## src/rtl/fetch_pkg.sv

```systemverilog
// Shared constants and entry type for the instruction-fetch front end.
package fetch_pkg;

  localparam int INST_BYTES = 4;
  localparam logic [31:0] NOP_INST = 32'h0000_0000;
  localparam int PC_BITS = 32;

  typedef struct packed {
    logic [31:0]        inst;
    logic [PC_BITS-1:0] pc;
  } fetch_entry_t;

endpackage

```

## src/rtl/fetch_if.sv

```systemverilog
// Fetch-unit bus: ROM request/response, execute redirect and decode handshake.
interface fetch_if #(
  parameter int ADDR_WIDTH = 32,
  parameter int DEPTH      = 4
);

  logic                         redirect_valid;
  logic [ADDR_WIDTH-1:0]        redirect_pc;
  logic                         imem_req;
  logic [ADDR_WIDTH-1:0]        imem_addr;
  logic [31:0]                  imem_data;
  logic                         inst_valid;
  logic [31:0]                  inst_data;
  logic [ADDR_WIDTH-1:0]        inst_pc;
  logic                         inst_ready;
  logic [$clog2(DEPTH+1)-1:0]   count;

  modport master (
    input  redirect_valid, redirect_pc, imem_data, inst_ready,
    output imem_req, imem_addr, inst_valid, inst_data, inst_pc, count
  );

  modport slave (
    output redirect_valid, redirect_pc, imem_data, inst_ready,
    input  imem_req, imem_addr, inst_valid, inst_data, inst_pc, count
  );

endinterface

```

## src/rtl/fetch_fifo.sv

```systemverilog
// Circular buffer of fetched {inst, pc} entries with push, pop, flush and occupancy.
module fetch_fifo
  import fetch_pkg::*;
#(
  parameter int  DEPTH   = 4,
  parameter type entry_t = fetch_entry_t
) (
  input  logic                       clock,
  input  logic                       reset,
  input  logic                       push,
  input  entry_t                     push_entry,
  input  logic                       pop,
  input  logic                       flush,
  output entry_t                     head_entry,
  output logic [$clog2(DEPTH+1)-1:0] count
);

  localparam int PW = $clog2(DEPTH);
  localparam int CW = $clog2(DEPTH+1);

  entry_t        mem [DEPTH];
  logic [PW-1:0] head;
  logic [PW-1:0] tail;

  always_ff @(posedge clock or negedge reset) begin
    if (!reset) begin
      head  <= '0;
      tail  <= '0;
      count <= '0;
    end else if (flush) begin
      // Empty the queue by collapsing head onto tail; tail stays put.
      head  <= tail;
      count <= '0;
    end else begin
      if (push) tail <= tail + PW'(1);
      if (pop)  head <= head + PW'(1);
      if (push && !pop)
        count <= count + CW'(1);
      else if (!push && pop)
        count <= count - CW'(1);
    end
  end

  always_ff @(posedge clock) begin
    if (push && !flush)
      mem[tail] <= push_entry;
  end

  assign head_entry = mem[head];

endmodule

```

## src/rtl/fetch_unit.sv

```systemverilog
// Instruction-fetch front end: PC generation, ROM request credit, redirect flush and decode queue.
module fetch_unit
  import fetch_pkg::*;
#(
  parameter int                    ADDR_WIDTH = 32,
  parameter int                    DEPTH      = 4,
  parameter logic [ADDR_WIDTH-1:0] RESET_PC   = '0
) (
  input  logic   clock,
  input  logic   reset,
  fetch_if.master bus
);

  localparam int CW  = $clog2(DEPTH+1);
  localparam int CW1 = CW + 1;

  typedef struct packed {
    logic [31:0]           inst;
    logic [ADDR_WIDTH-1:0] pc;
  } entry_t;

  logic [ADDR_WIDTH-1:0] fetch_pc;
  logic [ADDR_WIDTH-1:0] req_pc;
  logic [ADDR_WIDTH-1:0] target_pc;
  logic                  inflight;
  logic                  kill;
  logic                  inst_valid;
  logic                  pop;
  logic                  push;
  logic                  issue;
  logic [CW-1:0]         count;
  logic [CW1-1:0]        credit;
  entry_t                head_entry;
  entry_t                push_entry;

  assign inst_valid = (count != '0);
  assign pop        = inst_valid & bus.inst_ready & ~bus.redirect_valid;
  assign push       = inflight & ~kill & ~bus.redirect_valid;

  // Slots already spoken for, counting the response still in flight and
  // crediting back a same-cycle pop so a drained queue refills without a bubble.
  assign credit = {1'b0, count} + CW1'(inflight) - CW1'(pop);
  assign issue  = reset & ~bus.redirect_valid & (credit < CW1'(DEPTH));

  assign target_pc  = bus.redirect_pc & ~ADDR_WIDTH'(INST_BYTES - 1);
  assign push_entry = '{inst: bus.imem_data, pc: req_pc};

  always_ff @(posedge clock or negedge reset) begin
    if (!reset) begin
      fetch_pc <= RESET_PC;
      req_pc   <= '0;
      inflight <= 1'b0;
      kill     <= 1'b0;
    end else begin
      inflight <= issue;
      kill     <= bus.redirect_valid & inflight;
      if (issue)
        req_pc <= fetch_pc;
      if (bus.redirect_valid)
        fetch_pc <= target_pc;
      else if (issue)
        fetch_pc <= fetch_pc + ADDR_WIDTH'(INST_BYTES);
    end
  end

  fetch_fifo #(
    .DEPTH   (DEPTH),
    .entry_t (entry_t)
  ) u_fifo (
    .clock      (clock),
    .reset      (reset),
    .push       (push),
    .push_entry (push_entry),
    .pop        (pop),
    .flush      (bus.redirect_valid),
    .head_entry (head_entry),
    .count      (count)
  );

  assign bus.imem_req   = issue;
  assign bus.imem_addr  = fetch_pc;
  assign bus.inst_valid = inst_valid;
  assign bus.inst_data  = inst_valid ? head_entry.inst : NOP_INST;
  assign bus.inst_pc    = inst_valid ? head_entry.pc : '0;
  assign bus.count      = count;

endmodule

```

## src/flat_wrapper.sv

```systemverilog
// flat-port wrapper written by rule: the top's interface ports become plain ports
module fetch_unit_flat import fetch_pkg::*;
#(
  parameter int                    ADDR_WIDTH = 32,
  parameter int                    DEPTH      = 4,
  parameter logic [ADDR_WIDTH-1:0] RESET_PC   = '0
)
  (clock, reset, bus_redirect_valid, bus_redirect_pc, bus_imem_data, bus_inst_ready, bus_imem_req, bus_imem_addr, bus_inst_valid, bus_inst_data, bus_inst_pc, bus_count);
  fetch_if #(.ADDR_WIDTH(ADDR_WIDTH), .DEPTH(DEPTH)) bus_i ();
  input  logic clock;
  input  logic reset;
  input wire logic [$bits(bus_i.redirect_valid)-1:0] bus_redirect_valid;
  input wire logic [$bits(bus_i.redirect_pc)-1:0] bus_redirect_pc;
  input wire logic [$bits(bus_i.imem_data)-1:0] bus_imem_data;
  input wire logic [$bits(bus_i.inst_ready)-1:0] bus_inst_ready;
  output wire logic [$bits(bus_i.imem_req)-1:0] bus_imem_req;
  output wire logic [$bits(bus_i.imem_addr)-1:0] bus_imem_addr;
  output wire logic [$bits(bus_i.inst_valid)-1:0] bus_inst_valid;
  output wire logic [$bits(bus_i.inst_data)-1:0] bus_inst_data;
  output wire logic [$bits(bus_i.inst_pc)-1:0] bus_inst_pc;
  output wire logic [$bits(bus_i.count)-1:0] bus_count;
  assign bus_i.redirect_valid = bus_redirect_valid;
  assign bus_i.redirect_pc = bus_redirect_pc;
  assign bus_i.imem_data = bus_imem_data;
  assign bus_i.inst_ready = bus_inst_ready;
  assign bus_imem_req = bus_i.imem_req;
  assign bus_imem_addr = bus_i.imem_addr;
  assign bus_inst_valid = bus_i.inst_valid;
  assign bus_inst_data = bus_i.inst_data;
  assign bus_inst_pc = bus_i.inst_pc;
  assign bus_count = bus_i.count;
  fetch_unit #(.ADDR_WIDTH(ADDR_WIDTH), .DEPTH(DEPTH), .RESET_PC(RESET_PC)) u_core (.clock(clock), .reset(reset), .bus(bus_i));
endmodule
```

## config.mk

```make
export PLATFORM = sky130hd
export DESIGN_NAME = fetch_unit_flat
export DESIGN_NICKNAME = d
export VERILOG_FILES = /design/src/rtl/fetch_pkg.sv /design/src/rtl/fetch_if.sv /design/src/rtl/fetch_fifo.sv /design/src/rtl/fetch_unit.sv /design/src/flat_wrapper.sv
export SDC_FILE = /design/constraint.sdc
export NUM_CORES = 1
export LEC_CHECK = 0
export CELL_PAD_IN_SITES_DETAIL_PLACEMENT = 1
export CELL_PAD_IN_SITES_GLOBAL_PLACEMENT = 1
export CORE_MARGIN = 5
export CORE_UTILIZATION = 46
export CTS_BUF_LIST = sky130_fd_sc_hd__clkbuf_16
export CTS_CLUSTER_DIAMETER = 50
export CTS_CLUSTER_SIZE = 8
export DETAILED_ROUTE_END_ITERATION = 12
export PLACE_DENSITY_LB_ADDON = 0.3
export SETUP_SLACK_MARGIN = 0.15
export SKIP_LAST_GASP = 1
export SYNTH_ARGS = -nofsm -noshare
export SYNTH_HDL_FRONTEND = slang
export SYNTH_SLANG_ARGS = --single-unit
```

## constraint.sdc

```tcl
create_clock -name clock -period 4.8 [get_ports clock]
set_input_delay 0.72 -clock clock [delete_from_list [all_inputs] [get_ports clock]]
set_output_delay 0.72 -clock clock [all_outputs]
set_load 0.01 [all_outputs]
```

==> results_dict.tcl, run 1 <==
set metrics [dict create \
    status "completed" \
    fin_nets 1057 \
    routed-wl-met2_mm 15.2 \
    die_w_um 178 \
    dieArea_mm2 0.0316 \
    timing.final.crit_share_pct 92.5 \
    setup_tns_ns 0 \
    ys_seq_area_share_pct 70.8 \
    tightest_slew_ns 0.739 \
    power_density_mw_per_mm2 581 \
    grt_setup_unrepaired "no" \
    antenna_cells 0 \
    drive_gt1_share_pct 14.4 \
    pre_cts_ws_ns 0.326 \
    cp_data_required_time_ns 4.08 \
    synth_cell_type_count 55 \
    syn_area_per_cell_um2 16.2 \
    overflow 0 \
    critPathLaunch "u_core.u_fifo.count[0]" \
    finClkSkew_ns 0.0114 \
    drt-total-wl_mm 31.8 \
    wl_per_cell_um 23.1 \
    cts-root-buf "clkbuf_16" \
    synthArstFlopShare_pct 21.8 \
    max_freq_ghz 0.225 \
    drc 0 \
    drt_iter0_drc 716 \
    synth_ff_type "edfxtp_1" \
    grt_usage_pct 20.5 \
    hold_path_class "in2async" \
    p_leak_nw 5.76 \
    synth-edff-count 248 \
    cts_inserted_buffers 45 \
    setup_viol 0 \
    startpoint_type "flop" \
    synthCells 797 \
    pin_count 169 \
    synthesis.area_mm2 0.0129 \
    cts_tree "done" \
    hold_violations 0 \
    grt_pass1_wl_mm 50.0 \
    rr_startpoint "u_core.u_fifo.count[0]" \
    antenna_found_initial 0 \
    max_slew_margin_pct 50.8 \
    hpwl_mm 19.5 \
    die_h_um 178 \
    cp-end-kind "output port" \
    crit_type "reg2out" \
    area_growth_pct 25.9 \
    clockBufferDepth 3 \
    multiInputGateArea_mm2 0.00351 \
    worstSkewPairLatency_ns 0.53 \
    ant_nets 0 \
    synth_seq_cells 317 \
    grt_pass1_vias 8545 \
    arrival_ns 3.72 \
    portBuffers 162 \
    fp.coreArea_mm2 0.0278 \
    path_max_fanout 6 \
    fin_ws_ns 0.362 \
    peakVddDrop_v 0.000391 \
    vias_per_cell 5.71 \
    cts.sinks 317 \
    final_common_cell "edfxtp_1" \
    clkTransAtPathRegs_ns 0.05 \
    wl_met3_mm 2.05 \
    vias 7852 \
    htree_num_levels 2 \
    maxCapViolations 0 \
    first_pass_iters 7 \
    start_util_pct 46.6 \
    yosysWarningCount 0 \
    cts_hold_buf 0 \
    fillers 2610 \
    final_cell_mix "248 x edfxtp_1, 160 x clkdlybuf4s50_1, 115 x nand2_1, 67 x and2_1, 67 x dfrtp_1" \
    grt_max_degree 67 \
    seq_area_mm2 0.00918 \
    globalplace.congestion 0.829 \
    period_minus_slack_ns 4.44 \
    top_layer "met4" \
    rows 61 \
    drv_slew 0 \
    wl_met1_mm 13.9 \
]
[worst paths after layout]
check                      slack [ns]                        to  cells after the start
max                              0.36              bus_imem_req                     11
min                              0.14         u_core.req_pc[24]                      1
max reg2reg                      1.10  u_core.bus.imem_addr[30]                     12
min reg2reg                      0.52   u_core.u_fifo.mem[1][5]                      0
max in group asynchronous        3.71     u_core.u_fifo.head[0]                      2
min in group clock               0.52   u_core.u_fifo.mem[1][5]                      0
[where the power goes]
part,internal [mW],total (mW),switching [mW]
sequential,3.40,3.77,0.371
combinational,1.51,2.91,1.40
clock,1.72,2.79,1.07
total,6.63,9.47,2.84
[cell families (layout without fill, tap and decap cells)]
| kind of cell | count (synthesis) | in the layout | share of synthesized area [%] |
|---|---|---|---|
| fa+ha+maj | 9 | 9 | 0.928 |
| flops | 317 | 317 | 70.8 |
| compound gates | 82 | 82 | 4.93 |
| buf+inv | 66 | 264 | 2.23 |
| simple gates | 253 | 253 | 9.79 |
| other cells | 1 | 4 | 0.0290 |
| mux | 62 | 62 | 10.8 |
| xor+xnor | 7 | 7 | 0.473 |
[synth_stat cells, types with 4 or more instances]
library cell | n | area share (%)
xnor2_1 | 5 | 0.34
nand3_1 | 15 | 0.58
nand2_1 | 116 | 3.4
mux4_2 | 62 | 11
inv_1 | 16 | 0.46
nor2_1 | 8 | 0.23
nor4_1 | 5 | 0.24
edfxtp_1 | 248 | 58
a221o_1 | 4 | 0.31
and3_1 | 4 | 0.19
buf_2 | 6 | 0.23
o211ai_1 | 4 | 0.23
nor3_1 | 6 | 0.23
dfrtp_1 | 69 | 13
and2_1 | 71 | 3.4
o21ai_0 | 16 | 0.62
clkbuf_1 | 33 | 0.96
buf_4 | 5 | 0.29
ha_1 | 8 | 0.77
nand4_1 | 13 | 0.63
o311ai_0 | 27 | 1.8
[sequential cells by signal (all words and copies together), names as in the netlist]
register              count
u_core.bus.imem_addr     30
u_core.inflight           1
u_core.kill               1
u_core.req_pc            30
u_core.u_fifo.count       3
u_core.u_fifo.head        2
u_core.u_fifo.mem       248
u_core.u_fifo.tail        2
[worst max-delay path, stage by stage (launching register included)]
cell,delay [ns]
dfrtp_1,0.43
or3_2,0.52
nand2_2,0.13
nor2_1,0.05
ha_1,0.17
inv_1,0.05
ha_1,0.21
and3b_1,0.18
or4_4,0.50
a211o_2,0.36
inv_2,0.06
clkdlybuf4s50_1,0.53
[cell type report]
type	count	area share (%)
Clock buffer	47	7.22
Clock inverter	18	0.445
Inverter	17	0.391
Multi-Input combinational cell	417	21.6
Sequential cell	317	56.3
Tap cell	378	2.90
Timing Repair Buffer	182	11.2
[layer usage]
metal / up-vias / global-route usage [%]
met4: 0 / 4.93
li1: 3447 / -
met3: 53 / 4.26
met2: 278 / 32.7
met5: - / 0
met1: 4074 / 29.2
[timing repair]
action | CTS | global route
gates resized for setup | 0 | 2
setup endpoints to repair | 0 | 1
setup buffers | 0 | 0
endpoints found under the hold margin | 0 | 0
[per-stage QoR]
| step | instances | hold WS [ns] | instance area (um^2) | total power [mW] | utilization, % |
|---|---|---|---|---|---|
| after detailed placement | 1311 | 0.519 | 15000 | 6.74 | 54.2 |
| after floorplan | 800 | 0.424 | 13000 | 5.32 | - |
| final | 1376 | 0.140 | 16300 | 9.47 | 58.7 |
| after CTS | 1376 | 0.136 | 16300 | 9.60 | 58.7 |
| after global placement | 1311 | 0.496 | 15000 | 6.64 | 54.2 |
| after global routing | 1376 | 0.159 | 16300 | 9.96 | 58.7 |
No activity file was read; power rests on OpenSTA's default activity.
==> inputs of run 2 (changes only) <==
CTS_CLUSTER_DIAMETER = 100   (was 50)
HOLD_SLACK_MARGIN = 0.12   (was unset)
==> run 2 against run 1 <==
Design area about the same. Final cell count about the same. Wire length decreased by 1.1%. Critical endpoint unchanged. Highest routed layer unchanged.
==> results_dict.tcl, run 2 (synthesis gave the netlist of run 1 again) <==
set metrics [dict create \
    status "completed" \
    power_density_mw_per_mm2 580 \
    rr_startpoint "u_core.u_fifo.count[0]" \
    first_pass_iters 4 \
    regToRegSetupSlack_ns 1.11 \
    setup_viol 0 \
    timing.final.crit_share_pct 92.4 \
    postLayoutCellArea_mm2 0.0163 \
    clkTransAtPathRegs_ns 0.05 \
    grt_pass1_vias 8539 \
    pre_cts_ws_ns 0.326 \
    cts_tree "done" \
    worstSkewPairLatency_ns 0.53 \
    drt-total-wl_mm 31.4 \
    pin_count 169 \
    arrival_ns 3.71 \
    grt_max_degree 67 \
    wl_per_cell_um 22.9 \
    cts.sinks 317 \
    grt_pass1_wl_mm 49.4 \
    p_leak_nw 5.76 \
    hold_path_class "in2async" \
    dp_cells 1311 \
    clockBufferDepth 3 \
    portBuffers 162 \
    max_freq_ghz 0.226 \
    peakVddDrop_v 0.000377 \
    cp-end-kind "output port" \
    drive_gt1_share_pct 14.5 \
    crit_type "reg2out" \
    fin_nets 1057 \
    grt_setup_unrepaired "no" \
    fp.coreArea_mm2 0.0278 \
    endpoint "bus_imem_req" \
    rows 61 \
    final_cell_count_no_fill 1375 \
    fillers 2614 \
    drv_slew 0 \
    die_h_um 178 \
    startpoint_type "flop" \
    htree_num_levels 2 \
    antenna_found_initial 0 \
    period_minus_slack_ns 4.43 \
    final_cell_mix "248 x edfxtp_1, 160 x clkdlybuf4s50_1, 115 x nand2_1, 67 x and2_1, 67 x dfrtp_1" \
    regMostFlops "u_core.u_fifo.mem" \
    vias_per_cell 5.63 \
    die_w_um 178 \
    overflow 0 \
    cts_hold_buf 0 \
    finClkSkew_ns 0.0210 \
    path_max_fanout 6 \
    globalplace.congestion 0.829 \
    setup_tns_ns 0 \
    fin_hold_ws_ns 0.136 \
    cts_inserted_buffers 45 \
    drt_iter0_drc 619 \
    largest_register_ffs 248 \
    tightest_slew_ns 0.770 \
    placed_area_mm2 0.0150 \
    grt_usage_pct 20.2 \
    cp_data_required_time_ns 4.08 \
    drc 0 \
    fin_ws_ns 0.365 \
    dieArea_mm2 0.0316 \
    worst_r2r_path_depth 12 \
    critPathLaunch "u_core.u_fifo.count[0]" \
    ant_nets 0 \
    hpwl_mm 19.5 \
    maxCapViolations 0 \
    hold_violations 0 \
    start_util_pct 46.6 \
    vias 7747 \
    area_growth_pct 25.8 \
    r2r_end "u_core.bus.imem_addr[26]" \
    final_common_cell "edfxtp_1" \
    antenna_cells 0 \
    max_slew_margin_pct 48.2 \
    cts-root-buf "clkbuf_16" \
]
run 2: cell types whose count changed in the layout (fill, tap and decap cells not counted), sizes merged:
cell and delta:
inv -1
run 2: what timing repair did:
item	4_1_cts	5_1_grt
setup endpoints to repair	0	1
gates resized for setup	0	2
buffers inserted	0	0
run 2: metal layers:
metal,up-vias,routed length [um],global-route usage [%]
li1,3439,-,-
met1,3999,13900,28.6
met2,265,15000,32.4
met3,44,2010,4.01
met4,0,495,5.03
met5,-,0,0
run 2: power by group:
part	total, mW	internal (mW)	switching (mW)
Clock	2.79	1.72	1.07
Combinational	2.89	1.51	1.38
Sequential	3.76	3.40	0.365
run 2: worst min-delay path by stage:
stage | from | end | slack (ns)
after global routing | reset | u_core.req_pc[24] | 0.16
after floorplan | reset | u_core.bus.imem_addr[10] | 0.42
final | reset | u_core.bus.imem_addr[27] | 0.14
after CTS | reset | u_core.bus.imem_addr[23] | 0.14
after detailed placement | u_core.req_pc[18] | u_core.u_fifo.mem[3][18] | 0.52
after global placement | u_core.req_pc[20] | u_core.u_fifo.mem[3][20] | 0.50
run 2: cell type report:
type	instances	area [um^2]	share of cell area, %
well taps	378	473	2.90
repair buffers	182	1820	11.2
flip-flops and latches	317	9180	56.3
clock inverters	17	70.1	0.430
clock buffers	47	1180	7.22
multi-input cells	417	3510	21.6
inverters	17	63.8	0.392
run 2: worst max-delay path, stage by stage, from the launching register on:
cell and delay [ns]:
dfrtp_1 0.43, or3_2 0.52, nand2_2 0.13, nor2_1 0.05
ha_1 0.17, inv_1 0.05, ha_1 0.21, and3b_1 0.18
or4_4 0.50, a211o_2 0.36, inv_2 0.06, clkdlybuf4s50_1 0.53
run 2: through the flow:
| stage | util [%] | total power [mW] |
|---|---|---|
| after floorplan | - | 5.32 |
| after global routing | 58.7 | 9.94 |
| final | 58.7 | 9.45 |
| after global placement | 54.2 | 6.64 |
| after CTS | 58.6 | 9.58 |
| after detailed placement | 54.2 | 6.74 |
